==> src/rtl/ustc_crossbar_pipe_if.sv <==
// Lane-routing bus for ustc_crossbar_pipe: upstream beat with select/mask fields,
// downstream routed beat, each with its own valid/ready handshake.
interface ustc_crossbar_pipe_if #(
  parameter int N_IN    = 8,
  parameter int N_OUT   = 8,
  parameter int DW_DATA = 8,
  parameter int SEL_W   = $clog2(N_IN)
);
  logic                     in_valid;
  logic                     in_ready;
  logic [N_IN*DW_DATA-1:0]  in_data;
  logic [N_OUT*SEL_W-1:0]   in_sel;
  logic [N_OUT-1:0]         in_mask;
  logic                     out_valid;
  logic                     out_ready;
  logic [N_OUT*DW_DATA-1:0] out_data;
  logic [N_OUT-1:0]         out_mask;

  // Environment side: supplies upstream beats and downstream backpressure.
  modport master (
    output in_valid, in_data, in_sel, in_mask, out_ready,
    input  in_ready, out_valid, out_data, out_mask
  );

  // Crossbar side.
  modport slave (
    input  in_valid, in_data, in_sel, in_mask, out_ready,
    output in_ready, out_valid, out_data, out_mask
  );
endinterface

==> src/rtl/ustc_crossbar_pipe.sv <==
// Pipelined N_IN x N_OUT lane crossbar with per-output select/enable, multicast,
// full valid/ready backpressure, delivered-beat counter and sticky illegal-select flag.
module ustc_crossbar_pipe #(
  parameter int N_IN    = 8,
  parameter int N_OUT   = 8,
  parameter int DW_DATA = 8,
  parameter int SEL_W   = $clog2(N_IN),
  parameter int PIPE    = 2,
  parameter int CNT_W   = 16
) (
  input  logic              clk,
  input  logic              reset,
  ustc_crossbar_pipe_if.slave bus,
  output logic [CNT_W-1:0]  beat_cnt,
  output logic              sel_err
);

  localparam int LW = N_OUT * DW_DATA;

  logic [LW-1:0]    route_data;
  logic [N_OUT-1:0] route_mask;
  logic             route_err;

  logic [PIPE-1:0]  vld;
  logic [PIPE-1:0]  rdy;
  logic [LW-1:0]    data_q [PIPE];
  logic [N_OUT-1:0] mask_q [PIPE];

  logic [PIPE-1:0]  src_vld;
  logic [LW-1:0]    src_data [PIPE];
  logic [N_OUT-1:0] src_mask [PIPE];

  logic             accept;

  // Routing of the presented beat; only captured when it is accepted.
  always_comb begin
    // NOTE: every output of a combinational block gets a default first, so no path leaves it unassigned and no latch is inferred.
    route_data = '0;
    route_mask = '0;
    route_err  = 1'b0;
    for (int j = 0; j < N_OUT; j++) begin
      if (bus.in_mask[j]) begin
        if ({1'b0, bus.in_sel[j*SEL_W +: SEL_W]} >= (SEL_W+1)'(N_IN)) begin
          route_err = 1'b1;
        end else begin
          route_mask[j] = 1'b1;
          for (int i = 0; i < N_IN; i++) begin
            if (bus.in_sel[j*SEL_W +: SEL_W] == SEL_W'(i)) begin
              route_data[j*DW_DATA +: DW_DATA] = bus.in_data[i*DW_DATA +: DW_DATA];
            end
          end
        end
      end
    end
  end

  // A stage can load when it is empty or its content moves on this cycle;
  // readiness ripples back from the output so a full pipe still streams.
  always_comb begin
    rdy = '0;
    rdy[PIPE-1] = ~vld[PIPE-1] | bus.out_ready;
    for (int k = PIPE - 2; k >= 0; k--) begin
      rdy[k] = ~vld[k] | rdy[k+1];
    end
  end

  always_comb begin
    src_vld     = '0;
    src_vld[0]  = bus.in_valid;
    src_data[0] = route_data;
    src_mask[0] = route_mask;
    for (int k = 1; k < PIPE; k++) begin
      src_vld[k]  = vld[k-1];
      src_data[k] = data_q[k-1];
      src_mask[k] = mask_q[k-1];
    end
  end

  always_ff @(posedge clk or negedge reset) begin
    if (!reset) begin
      // NOTE: the datapath registers are reset too, because the routed lanes and mask are visible on the output and must read zero out of reset.
      vld <= '0;
      for (int k = 0; k < PIPE; k++) begin
        data_q[k] <= '0;
        mask_q[k] <= '0;
      end
    end else begin
      for (int k = 0; k < PIPE; k++) begin
        if (rdy[k]) begin
          // NOTE: non-blocking assignments so every stage samples its upstream's pre-edge value.
          vld[k] <= src_vld[k];
          // Payload only moves with a real beat, so an emptied output keeps its last lanes.
          if (src_vld[k]) begin
            data_q[k] <= src_data[k];
            mask_q[k] <= src_mask[k];
          end
        end
      end
    end
  end

  assign accept = bus.in_valid & rdy[0];

  always_ff @(posedge clk or negedge reset) begin
    if (!reset) begin
      beat_cnt <= '0;
      sel_err  <= 1'b0;
    end else begin
      if (bus.out_valid && bus.out_ready) beat_cnt <= beat_cnt + CNT_W'(1);
      if (accept && route_err)            sel_err  <= 1'b1;
    end
  end

  assign bus.in_ready  = rdy[0];
  assign bus.out_valid = vld[PIPE-1];
  assign bus.out_data  = data_q[PIPE-1];
  assign bus.out_mask  = mask_q[PIPE-1];

endmodule

==> src/flat_wrapper.sv <==
// flat-port wrapper written by rule: the top's interface ports become plain ports
module ustc_crossbar_pipe_flat 
#(
  parameter int N_IN    = 8,
  parameter int N_OUT   = 8,
  parameter int DW_DATA = 8,
  parameter int SEL_W   = $clog2(N_IN),
  parameter int PIPE    = 2,
  parameter int CNT_W   = 16
)
  (clk, reset, beat_cnt, sel_err, bus_in_valid, bus_in_data, bus_in_sel, bus_in_mask, bus_out_ready, bus_in_ready, bus_out_valid, bus_out_data, bus_out_mask);
  ustc_crossbar_pipe_if #(.N_IN(N_IN), .N_OUT(N_OUT), .DW_DATA(DW_DATA), .SEL_W(SEL_W)) bus_i ();
  input  logic clk;
  input  logic reset;
  output logic [CNT_W-1:0] beat_cnt;
  output logic sel_err;
  input wire logic [$bits(bus_i.in_valid)-1:0] bus_in_valid;
  input wire logic [$bits(bus_i.in_data)-1:0] bus_in_data;
  input wire logic [$bits(bus_i.in_sel)-1:0] bus_in_sel;
  input wire logic [$bits(bus_i.in_mask)-1:0] bus_in_mask;
  input wire logic [$bits(bus_i.out_ready)-1:0] bus_out_ready;
  output wire logic [$bits(bus_i.in_ready)-1:0] bus_in_ready;
  output wire logic [$bits(bus_i.out_valid)-1:0] bus_out_valid;
  output wire logic [$bits(bus_i.out_data)-1:0] bus_out_data;
  output wire logic [$bits(bus_i.out_mask)-1:0] bus_out_mask;
  assign bus_i.in_valid = bus_in_valid;
  assign bus_i.in_data = bus_in_data;
  assign bus_i.in_sel = bus_in_sel;
  assign bus_i.in_mask = bus_in_mask;
  assign bus_i.out_ready = bus_out_ready;
  assign bus_in_ready = bus_i.in_ready;
  assign bus_out_valid = bus_i.out_valid;
  assign bus_out_data = bus_i.out_data;
  assign bus_out_mask = bus_i.out_mask;
  ustc_crossbar_pipe #(.N_IN(N_IN), .N_OUT(N_OUT), .DW_DATA(DW_DATA), .SEL_W(SEL_W), .PIPE(PIPE), .CNT_W(CNT_W)) u_core (.clk(clk), .reset(reset), .bus(bus_i), .beat_cnt(beat_cnt), .sel_err(sel_err));
endmodule
==> config.mk <==
export PLATFORM = sky130hd
export DESIGN_NAME = ustc_crossbar_pipe_flat
export DESIGN_NICKNAME = d
export VERILOG_FILES = /design/src/rtl/ustc_crossbar_pipe_if.sv /design/src/rtl/ustc_crossbar_pipe.sv /design/src/flat_wrapper.sv
export SDC_FILE = /design/constraint.sdc
export NUM_CORES = 1
export LEC_CHECK = 0
export CAP_MARGIN = 20
export CELL_PAD_IN_SITES_DETAIL_PLACEMENT = 1
export CELL_PAD_IN_SITES_GLOBAL_PLACEMENT = 2
export CORE_MARGIN = 4
export CORE_UTILIZATION = 32
export CTS_BUF_LIST = sky130_fd_sc_hd__clkbuf_8
export DETAILED_ROUTE_END_ITERATION = 8
export MAX_ROUTING_LAYER = met4
export PLACE_DENSITY = 0.81
export SYNTH_ARGS = -nofsm -noshare
export SYNTH_HDL_FRONTEND = slang
export SYNTH_SLANG_ARGS = --single-unit
export TNS_END_PERCENT = 10
==> constraint.sdc <==
create_clock -name clk -period 1.4 [get_ports clk]
set_input_delay 0.42 -clock clk [delete_from_list [all_inputs] [get_ports clk]]
set_output_delay 0.42 -clock clk [all_outputs]
set_load 0.02 [all_outputs]
Yosys cells after proc, flatten, opt, wreduce, memory -nomap -nowiden --
Cells that the tools add are included.
Word-level totals: register bits after elaboration 162, input bits 100, output and inout bits 91, word-level logic and storage cells 159
Cells by class: $add $sub $neg 1, equality and inequality tests 56, mux-type cells 80, bitwise operators 4, reduce and logical (&&, ||, !) cells 11
Operators by type and width (count):
- 8-bit two-way mux | 72
- 3-bit equality test, second input constant | 32
- 3-bit by 2-bit equality test with 1-bit output, second input constant | 16
- 3-bit by 1-bit equality test with 1-bit output, second input constant | 8
- 3-bit zero test | 8
- 16-bit by 1-bit adder with 16-bit output, second input constant | 1
- 1-bit two-way mux | 8
- 2-bit AND reduction | 2
- 1-bit NOT | 2
- 1-bit bitwise OR | 2
- 1-bit logical AND | 1

Longest topological paths before layout --
Gate-level depths: netlist of run 1.
depth after elaboration 10, gate-level depth with buffers 7, mapped depth without buffers 5

Worst setup path after synthesis of run 1 --
OpenSTA, ideal clock, no wires.
path kind input-to-reg, start input bus_in_sel[6], end register u_core.data_q[84] (netlist bit), library setup time 122 ps, data arrival time 1473 ps, data required time 1278 ps, setup slack -195 ps, cell stages on the path 6, path buffers 2, path through buf_6 -> buf_12 -> mux2_4 -> a221oi_2 -> o21ai_1 -> a32o_1
On the way: cells in the longest elaborated chain, start to end 10, elaborated cells on any way between the ends 17, those cells by class eq/ne (7); mux (9); reduce/logical (1)
RTL lines:
- from (decl) | RTL line flat_wrapper.sv:19 | input wire logic [$bits(bus_i.in_sel)-1:0] bus_in_sel;
- 3-bit zero test | RTL line ustc_crossbar_pipe.sv:48 | if (bus.in_sel[j*SEL_W +: SEL_W] == SEL_W'(i)) begin
- 8-bit two-way mux (7 in series) | RTL line ustc_crossbar_pipe.sv:48
- 8-bit two-way mux * | RTL line ustc_crossbar_pipe.sv:48
- 8-bit two-way mux * | RTL line ustc_crossbar_pipe.sv:42 | if (bus.in_mask[j]) begin
- to (signal, indexed assignment) | RTL line ustc_crossbar_pipe.sv:94 | data_q[k] <= src_data[k];
- to (decl) | RTL line ustc_crossbar_pipe.sv:26 | logic [LW-1:0] data_q [PIPE];
Mark *: on every way between the ends. The rest lies on a longest branch, timed or not. A chain may end at the register's enable or synchronous reset.

Worst setup path in the final report of run 1 --
start register u_core.vld[1], end register u_core.data_q, in the netlist u_core.bus.out_data[25]
On the way: cells in the longest elaborated chain, start to end 3
RTL lines:
- from (decl) | RTL line ustc_crossbar_pipe.sv:24 | logic [PIPE-1:0] vld;
- from (signal, indexed assignment) | RTL line ustc_crossbar_pipe.sv:91 | vld[k] <= src_vld[k];
- 1-bit NOT | RTL line ustc_crossbar_pipe.sv:61 | rdy[PIPE-1] = ~vld[PIPE-1] | bus.out_ready;
- 1-bit bitwise OR | RTL line ustc_crossbar_pipe.sv:61
- 2-bit AND reduction (no source line)
Every way passes these cells.

==> out/results.tsv, run 1 <==
stage	metric	value	unit
clock_network	clk_latency	0.51	ns
routing	vias	11200	
worst_setup_path	critical_path.max_stage_delay	0.40	ns
placed_design	postPlaceCellArea	15900	um^2
pwr	power_density	975	nW/um^2
worst_setup_path	cp.arrival	2.06	ns
global_route	grt_max_degree	37	
worst_setup_path	reg2reg_to	u_core.bus.out_data[25]	
clock_network	clk_pin_slew_worst_paths	0.10	ns
floorplanning	die-height	199	um
floorplanning	core	35700	um^2
finish	area_growth	46.7	%
routing	wl	52700	um
placed_design	place_ws	-0.862	ns
synthesis	synth_edf_count	0	
synthesis	synth_warnings	0	
timing	hold_viol	0	
worst_setup_path	critPathLaunchType	register	
timing	rsz0062_at_grt	yes	
global_route	grt_use_total	26.2	%
routing	via_per_inst	5.74	
timing	max_freq	598	MHz
worst_setup_path	r2r_slack	-0.27	ns
clock_network	clkSinkCount	162	
floorplanning	die_width	199	um
job	cap_violations	0	
clock_network	cts_tree	done	
worst_setup_path	path_cells	buf_4 > or2b_1 > nand2_4 > buf_12 > mux2_2	
clock_network	clockBufferDepth	2	
timing	fin_crit_sh	119	%
synthesis	synth_cell_types	69	
floorplanning	rows	69	
worst_hold_path	hold_class	primary input to asynchronous set/reset pin	
timing	setup_viol	243	
worst_setup_path	crit_fanout	29	
timing	drv_slew	0	
clock_network	htreeDepth	4	
global_route	overflow	0	
timing	finalWorstSetupSlack	-0.272	ns
routing	antenna_left	0	
synthesis	async_reset_ff_share	100	%
floorplanning	die-area	39600	um^2
floorplanning	initial_core_util	32.6	%
worst_setup_path	r2r_cells	5	
routing	first_pass_iters	5	
synthesis	synth-main-ff-cell	dfrtp_1	
placed_design	gp_congestion	0.965	
outcome	violations	negative setup slack	
synthesis	syn-num-nets	1233	
finish	nNetsFinal	1573	
finish	drive_above_1_share	47.9	%
worst_setup_path	r2r-start	u_core.vld[1]	
routing	drt_iter0_drc	919	
worst_setup_path	cp_num_buf_inv	2	
placed_design	port_buffers	189	
worst_setup_path	slowest_stage	dfrtp_2	
placed_design	hpwl	38300	um
worst_setup_path	cp-end-kind	register	
routing	drc	0	
synthesis	syn_area	11700	um^2
timing	fin_skew	0.0161	ns
finish	final_core_util	47.9	%
worst_setup_path	crit_family	simple AND/OR/NAND/NOR gates	
pwr	power_leakage	7.73	nW
synthesis	synth-seq-cells	162	
clock_network	root_buffer	clkbuf_8	
outcome	status	complete, but fails checks	
worst_setup_path	cp-startpoint	u_core.vld[1]	
timing	min_period	1.67	ns
global_route	antenna_found_initial	0	
worst_setup_path	required	1.79	ns
global_route	grt_pass1_wl	74100	um
synthesis	syn_avg_cell_area	10.3	um^2
synthesis	syn_inst	1132	
floorplanning	io_pins	191	
finish	fin_area	17100	um^2
routing	wl_per_cell	27.1	um
pwr	ir_drop	649	uV
timing	worst_hold_slack	0.373	ns
global_route	grt_pass1_vias	11200	
clock_network	cts_buffers	17	
worst_setup_path	critPathKind	register to register	
synthesis	ys_seq_area_share	34.7	%
==> through the flow <==
step / TNS (ns) / std cells / total power [mW]
after floorplan: -11.61 / 1132 / 9.87
after global placement: -110.18 / 1884 / 12.7
after detailed placement: -113.18 / 1884 / 12.8
after CTS: -41.77 / 1931 / 16.3
after global routing: -48.69 / 1946 / 17.5
final: -34.49 / 1948 / 16.7
==> power by group <==
part	internal [mW]	leakage, nW	total, mW	switching [mW]
logic	3.62	5.47	7.18	3.57
registers	5.54	2.08	6.15	0.618
clock network	1.32	0.186	3.36	2.04
total	10.5	7.73	16.7	6.22
==> Yosys cell counts, types with 9 or more instances <==
cell type / instances / area share (%)
a221oi_1: 10 / 0.75
mux2_2: 121 / 12
nor2_1: 41 / 1.3
o31ai_1: 26 / 1.7
buf_4: 91 / 5.9
nand2b_1: 19 / 1.0
nand2_1: 74 / 2.4
mux2i_1: 80 / 6.9
mux4_2: 34 / 6.6
buf_6: 9 / 0.87
o22ai_1: 19 / 1.0
buf_2: 32 / 1.4
and2_1: 9 / 0.48
a2bb2oi_1: 10 / 0.75
a21oi_1: 70 / 3.0
o21ai_0: 47 / 2.0
clkbuf_1: 52 / 1.7
o22a_1: 15 / 1.1
o221ai_1: 31 / 2.3
xnor2_1: 11 / 0.83
dfrtp_1: 162 / 35
inv_1: 10 / 0.32
nand3_1: 20 / 0.86
==> flip-flops by register name, summed over array words and instances, names as in the netlist <==
register,cells
u_core.bus.out_mask,8
u_core.bus.out_data,64
u_core.beat_cnt,16
u_core.vld,2
u_core.data_q,64
u_core.mask_q,8
==> placed cells by master (no fill, tap or decap), types with 9 or more instances in the layout <==
| cell type | count |
|---|---|
| o221ai_1 | 31 |
| a221oi_2 | 9 |
| nand2_4 | 9 |
| o22ai_1 | 19 |
| o31ai_2 | 11 |
| nand3_1 | 18 |
| o21ai_0 | 33 |
| buf_6 | 57 |
| o21ai_1 | 15 |
| a2bb2oi_1 | 10 |
| nor2_1 | 33 |
| o22a_1 | 15 |
| mux2i_1 | 77 |
| mux4_2 | 35 |
| a21oi_1 | 66 |
| clkdlybuf4s50_1 | 84 |
| buf_2 | 49 |
| nand2b_1 | 18 |
| dfrtp_1 | 160 |
| buf_12 | 60 |
| nand2_2 | 17 |
| mux2_4 | 14 |
| xnor2_1 | 10 |
| buf_4 | 235 |
| dlygate4sd2_1 | 9 |
| nand2_1 | 47 |
| clkbuf_8 | 18 |
| inv_1 | 10 |
| mux2_2 | 109 |
==> layout make-up <==
| class | instances | area [um^2] |
|---|---|---|
| Fill cell | 3883 | 18600 |
| Inverter | 10 | 37.5 |
| Sequential cell | 162 | 4060 |
| Clock inverter | 14 | 120 |
| Multi-Input combinational cell | 769 | 6960 |
| Timing Repair Buffer | 512 | 5120 |
| Antenna cell | 2 | 5.00 |
| Clock buffer | 18 | 248 |
| Tap cell | 461 | 577 |
==> worst max path at each step <==
stage,to,cells past startpoint,slack (ns)
floorplan,u_core.data_q[84],6,-0.19
global placement,bus_in_ready,3,-0.84
detailed placement,u_core.data_q[100],6,-0.86
CTS,u_core.data_q[123],6,-0.30
global route,bus_in_ready,2,-0.35
finish,u_core.bus.out_data[25],5,-0.27
==> logic make-up after synthesis <==
family	share of synthesized area [%]
other cells	0.0321
mux	26.3
fa+ha+maj	0.107
compound gates	18.1
flops	34.7
xor+xnor	1.13
buf+inv	10.5
simple gates	9.16
==> metal layers <==
metal | track usage [%] | wire length (um) | up-vias
met5 | - | 0 | -
li1 | - | - | 4876
met4 | 7.07 | 1410 | 0
met2 | 40.6 | 24800 | 508
met1 | 34.5 | 22000 | 5706
met3 | 6.11 | 4490 | 92
==> repair_timing <==
| item | CTS | global route |
|---|---|---|
| hold endpoints to repair | 16 | 0 |
| gates cloned | 1 | 8 |
| hold buffers | 1 | 0 |
| buffers inserted | 13 | 7 |
| pin swaps | 2 | 44 |
| setup endpoints to repair | 243 | 246 |
| resized for setup | 469 | 150 |
(Power assumes the default switching activity.)
==> run 2, diff against run 1 <==
--- a/config.mk
+++ b/config.mk
@@ -12,6 +12,7 @@
 export CORE_UTILIZATION = 32
 export CTS_BUF_LIST = sky130_fd_sc_hd__clkbuf_8
 export DETAILED_ROUTE_END_ITERATION = 8
+export GPL_ROUTABILITY_DRIVEN = 1
 export MAX_ROUTING_LAYER = met4
 export PLACE_DENSITY = 0.81
 export SYNTH_ARGS = -nofsm -noshare
==> results of run 2 <==
No change in the layout: final DEF, timing and power equal those of run 1.
==> run 3, diff against run 2 <==
--- a/config.mk
+++ b/config.mk
@@ -18,4 +18,4 @@
 export SYNTH_ARGS = -nofsm -noshare
 export SYNTH_HDL_FRONTEND = slang
 export SYNTH_SLANG_ARGS = --single-unit
-export TNS_END_PERCENT = 10
+export TNS_END_PERCENT = 50
==> out/results.tsv, run 3 (same netlist as run 1, synthesis figures left out) <==
stage	metric	value	unit	change
timing	max_freq	542	MHz	-9.4%
worst_setup_path	path_cells	clkdlybuf4s50_1 > buf_4 > mux4_2 > mux2i_1 > o31ai_4		
worst_setup_path	cp.arrival	2.23	ns	+0.17 ns
floorplanning	die-area	39600	um^2	unchanged
global_route	grt_pass1_wl	77200	um	+4.2%
worst_setup_path	required	1.78	ns	about the same
clock_network	clockBufferDepth	2		unchanged
pwr	ir_drop	565	uV	-13%
pwr	power_density	1000	nW/um^2	+2.8%
floorplanning	die_width	199	um	unchanged
floorplanning	rows	69		unchanged
global_route	grt_max_degree	60		+62%
timing	tightest_slew	0.648	ns	
worst_setup_path	critPathLaunchType	primary input		
timing	finalWorstSetupSlack	-0.445	ns	-0.173 ns
finish	layout_commonest_cell	buf_4		
routing	drt_iter0_drc	933		+1.5%
placed_design	gp_congestion	0.935		-3.1%
floorplanning	die-height	199	um	unchanged
floorplanning	core	35700	um^2	unchanged
routing	wl	54500	um	+3.4%
routing	first_pass_iters	5		unchanged
worst_hold_path	hold_class	primary input to asynchronous set/reset pin		
placed_design	hpwl	38300	um	about the same
finish	drive_above_1_share	46.6	%	-1.4 points
timing	setup_viol	240		-1.2%
worst_setup_path	slowest_stage	clkdlybuf4s50_1		
worst_setup_path	cp_num_buf_inv	2		unchanged
routing	wl_per_cell	27.5	um	+1.6%
clock_network	cts_buffers	17		unchanged
timing	hold_viol	0		unchanged
worst_setup_path	crit_fanout	4		-86%
floorplanning	initial_core_util	32.6	%	unchanged
global_route	grt_use_total	27.2	%	+1.0 points
placed_design	place_ws	-0.837	ns	+0.0249 ns
timing	fin_skew	0.0186	ns	+0.00253 ns
clock_network	cts_tree	done		
global_route	antenna_found_initial	1		+1
outcome	violations	negative setup slack		
finish	area_growth	53.4	%	
routing	antenna_left	0		unchanged
worst_setup_path	critPathKind	primary input to register		
clock_network	clk_latency	0.51	ns	about the same
outcome	status	complete, but fails checks		
finish	layout_common_cells	buf_4 (264), dfrtp_1 (161), buf_6 (99)		
routing	drc	0		unchanged
worst_setup_path	crit_family	multiplexers		
job	cap_violations	0		unchanged
placed_design	port_buffers	189		unchanged
clock_network	htreeDepth	4		unchanged
worst_setup_path	critical_path.max_stage_delay	0.52	ns	+0.12 ns
clock_network	root_buffer	clkbuf_8		
clock_network	clk_pin_slew_worst_paths	0.10	ns	about the same
timing	drv_slew	0		unchanged
routing	via_per_inst	5.77		+0.44%
timing	rsz0062_at_grt	yes		
timing	worst_hold_slack	0.466	ns	+0.0927 ns
clock_network	clkSinkCount	162		unchanged
global_route	overflow	0		unchanged
worst_setup_path	cp-end-kind	register		
timing	slew-limit-headroom	56.3	%	
routing	vias	11400		+2.2%
pwr	power_leakage	8.16	nW	+5.6%
floorplanning	io_pins	191		unchanged
finish	nNetsFinal	1608		+2.2%
timing	min_period	1.85	ns	+0.173 ns
timing	fin_crit_sh	132	%	+12 points
global_route	grt_pass1_vias	11900		+6.4%
## run 3: cell count changes in the layout (fill, tap and decap cells not counted), moves of 6 or more
cell / change
buf_4: +29
nor2_2: -6
buf_2: -48
buf_6: +42
nand2_1: +20
mux2_2: -55
o21ai_0: +12
buf_12: +10
nand2_2: -11
mux2_4: +55
nand2_4: -8
nor2_1: +8
o21ai_1: -10
## run 3: layer usage
metal,share of wire [%],track usage [%]
met1,41,34.3
met2,48,42.9
met3,7.2,5.95
met4,4.2,10.4
met5,0,-
## run 3: per-stage QoR
| step | std cells | power [mW] | util, % | instance area [um^2] | TNS, ns |
|---|---|---|---|---|---|
| after floorplan | 1132 | 10.2 | - | 12000 | -13.67 |
| after global placement | 1870 | 13.0 | 45.2 | 16200 | -111.41 |
| after detailed placement | 1870 | 13.2 | 45.2 | 16200 | -114.48 |
| after CTS | 1965 | 17.6 | 48.6 | 17400 | -40.48 |
| after global routing | 1982 | 18.7 | 50.1 | 17900 | -48.44 |
| final | 1982 | 17.9 | 50.1 | 17900 | -37.57 |
## run 3: worst paths after layout
check	start	endpoint	slack, ns	cells after the start
worst max-delay path	bus_in_data[8]	u_core.data_q[96]	-0.45	5
worst min-delay path	reset	u_core.bus.out_data[34]	0.47	3
worst max register to register	u_core.vld[1]	u_core.data_q[96]	-0.34	7
worst min register to register	u_core.mask_q[15]	u_core.mask_q[15]	0.50	2
max in group asynchronous	reset	u_core.data_q[122]	0.61	3
min in group clk	u_core.mask_q[15]	u_core.mask_q[15]	0.50	2
## run 3: what timing repair did
item | in CTS | in global routing
pin swaps | 1 | 9
buffers inserted | 55 | 11
gates cloned | 7 | 5
gates resized for setup | 572 | 70
endpoints found under the hold margin | 162 | 0
setup endpoints to repair | 236 | 241
hold buffers | 1 | 0
## run 3: cell type report
cell class / count / area [um^2]
Tap cell: 461 / 577
Clock buffer: 18 / 248
Inverter: 10 / 37.5
Timing Repair Buffer: 546 / 5840
Fill cell: 3782 / 17800
Sequential cell: 162 / 4060
Clock inverter: 14 / 129
Multi-Input combinational cell: 770 / 7000
Antenna cell: 1 / 2.50
## run 3: power breakdown
group	total [mW]	internal (mW)	switching [mW]	leakage, nW
Sequential	6.21	5.54	0.670	2.08
Clock	3.50	1.48	2.02	0.197
Combinational	8.22	4.49	3.73	5.89
## run 3: worst min-delay path: stages
cell and delay, ns:
dlygate4sd3_1 0.55, buf_6 0.14, buf_12 0.25
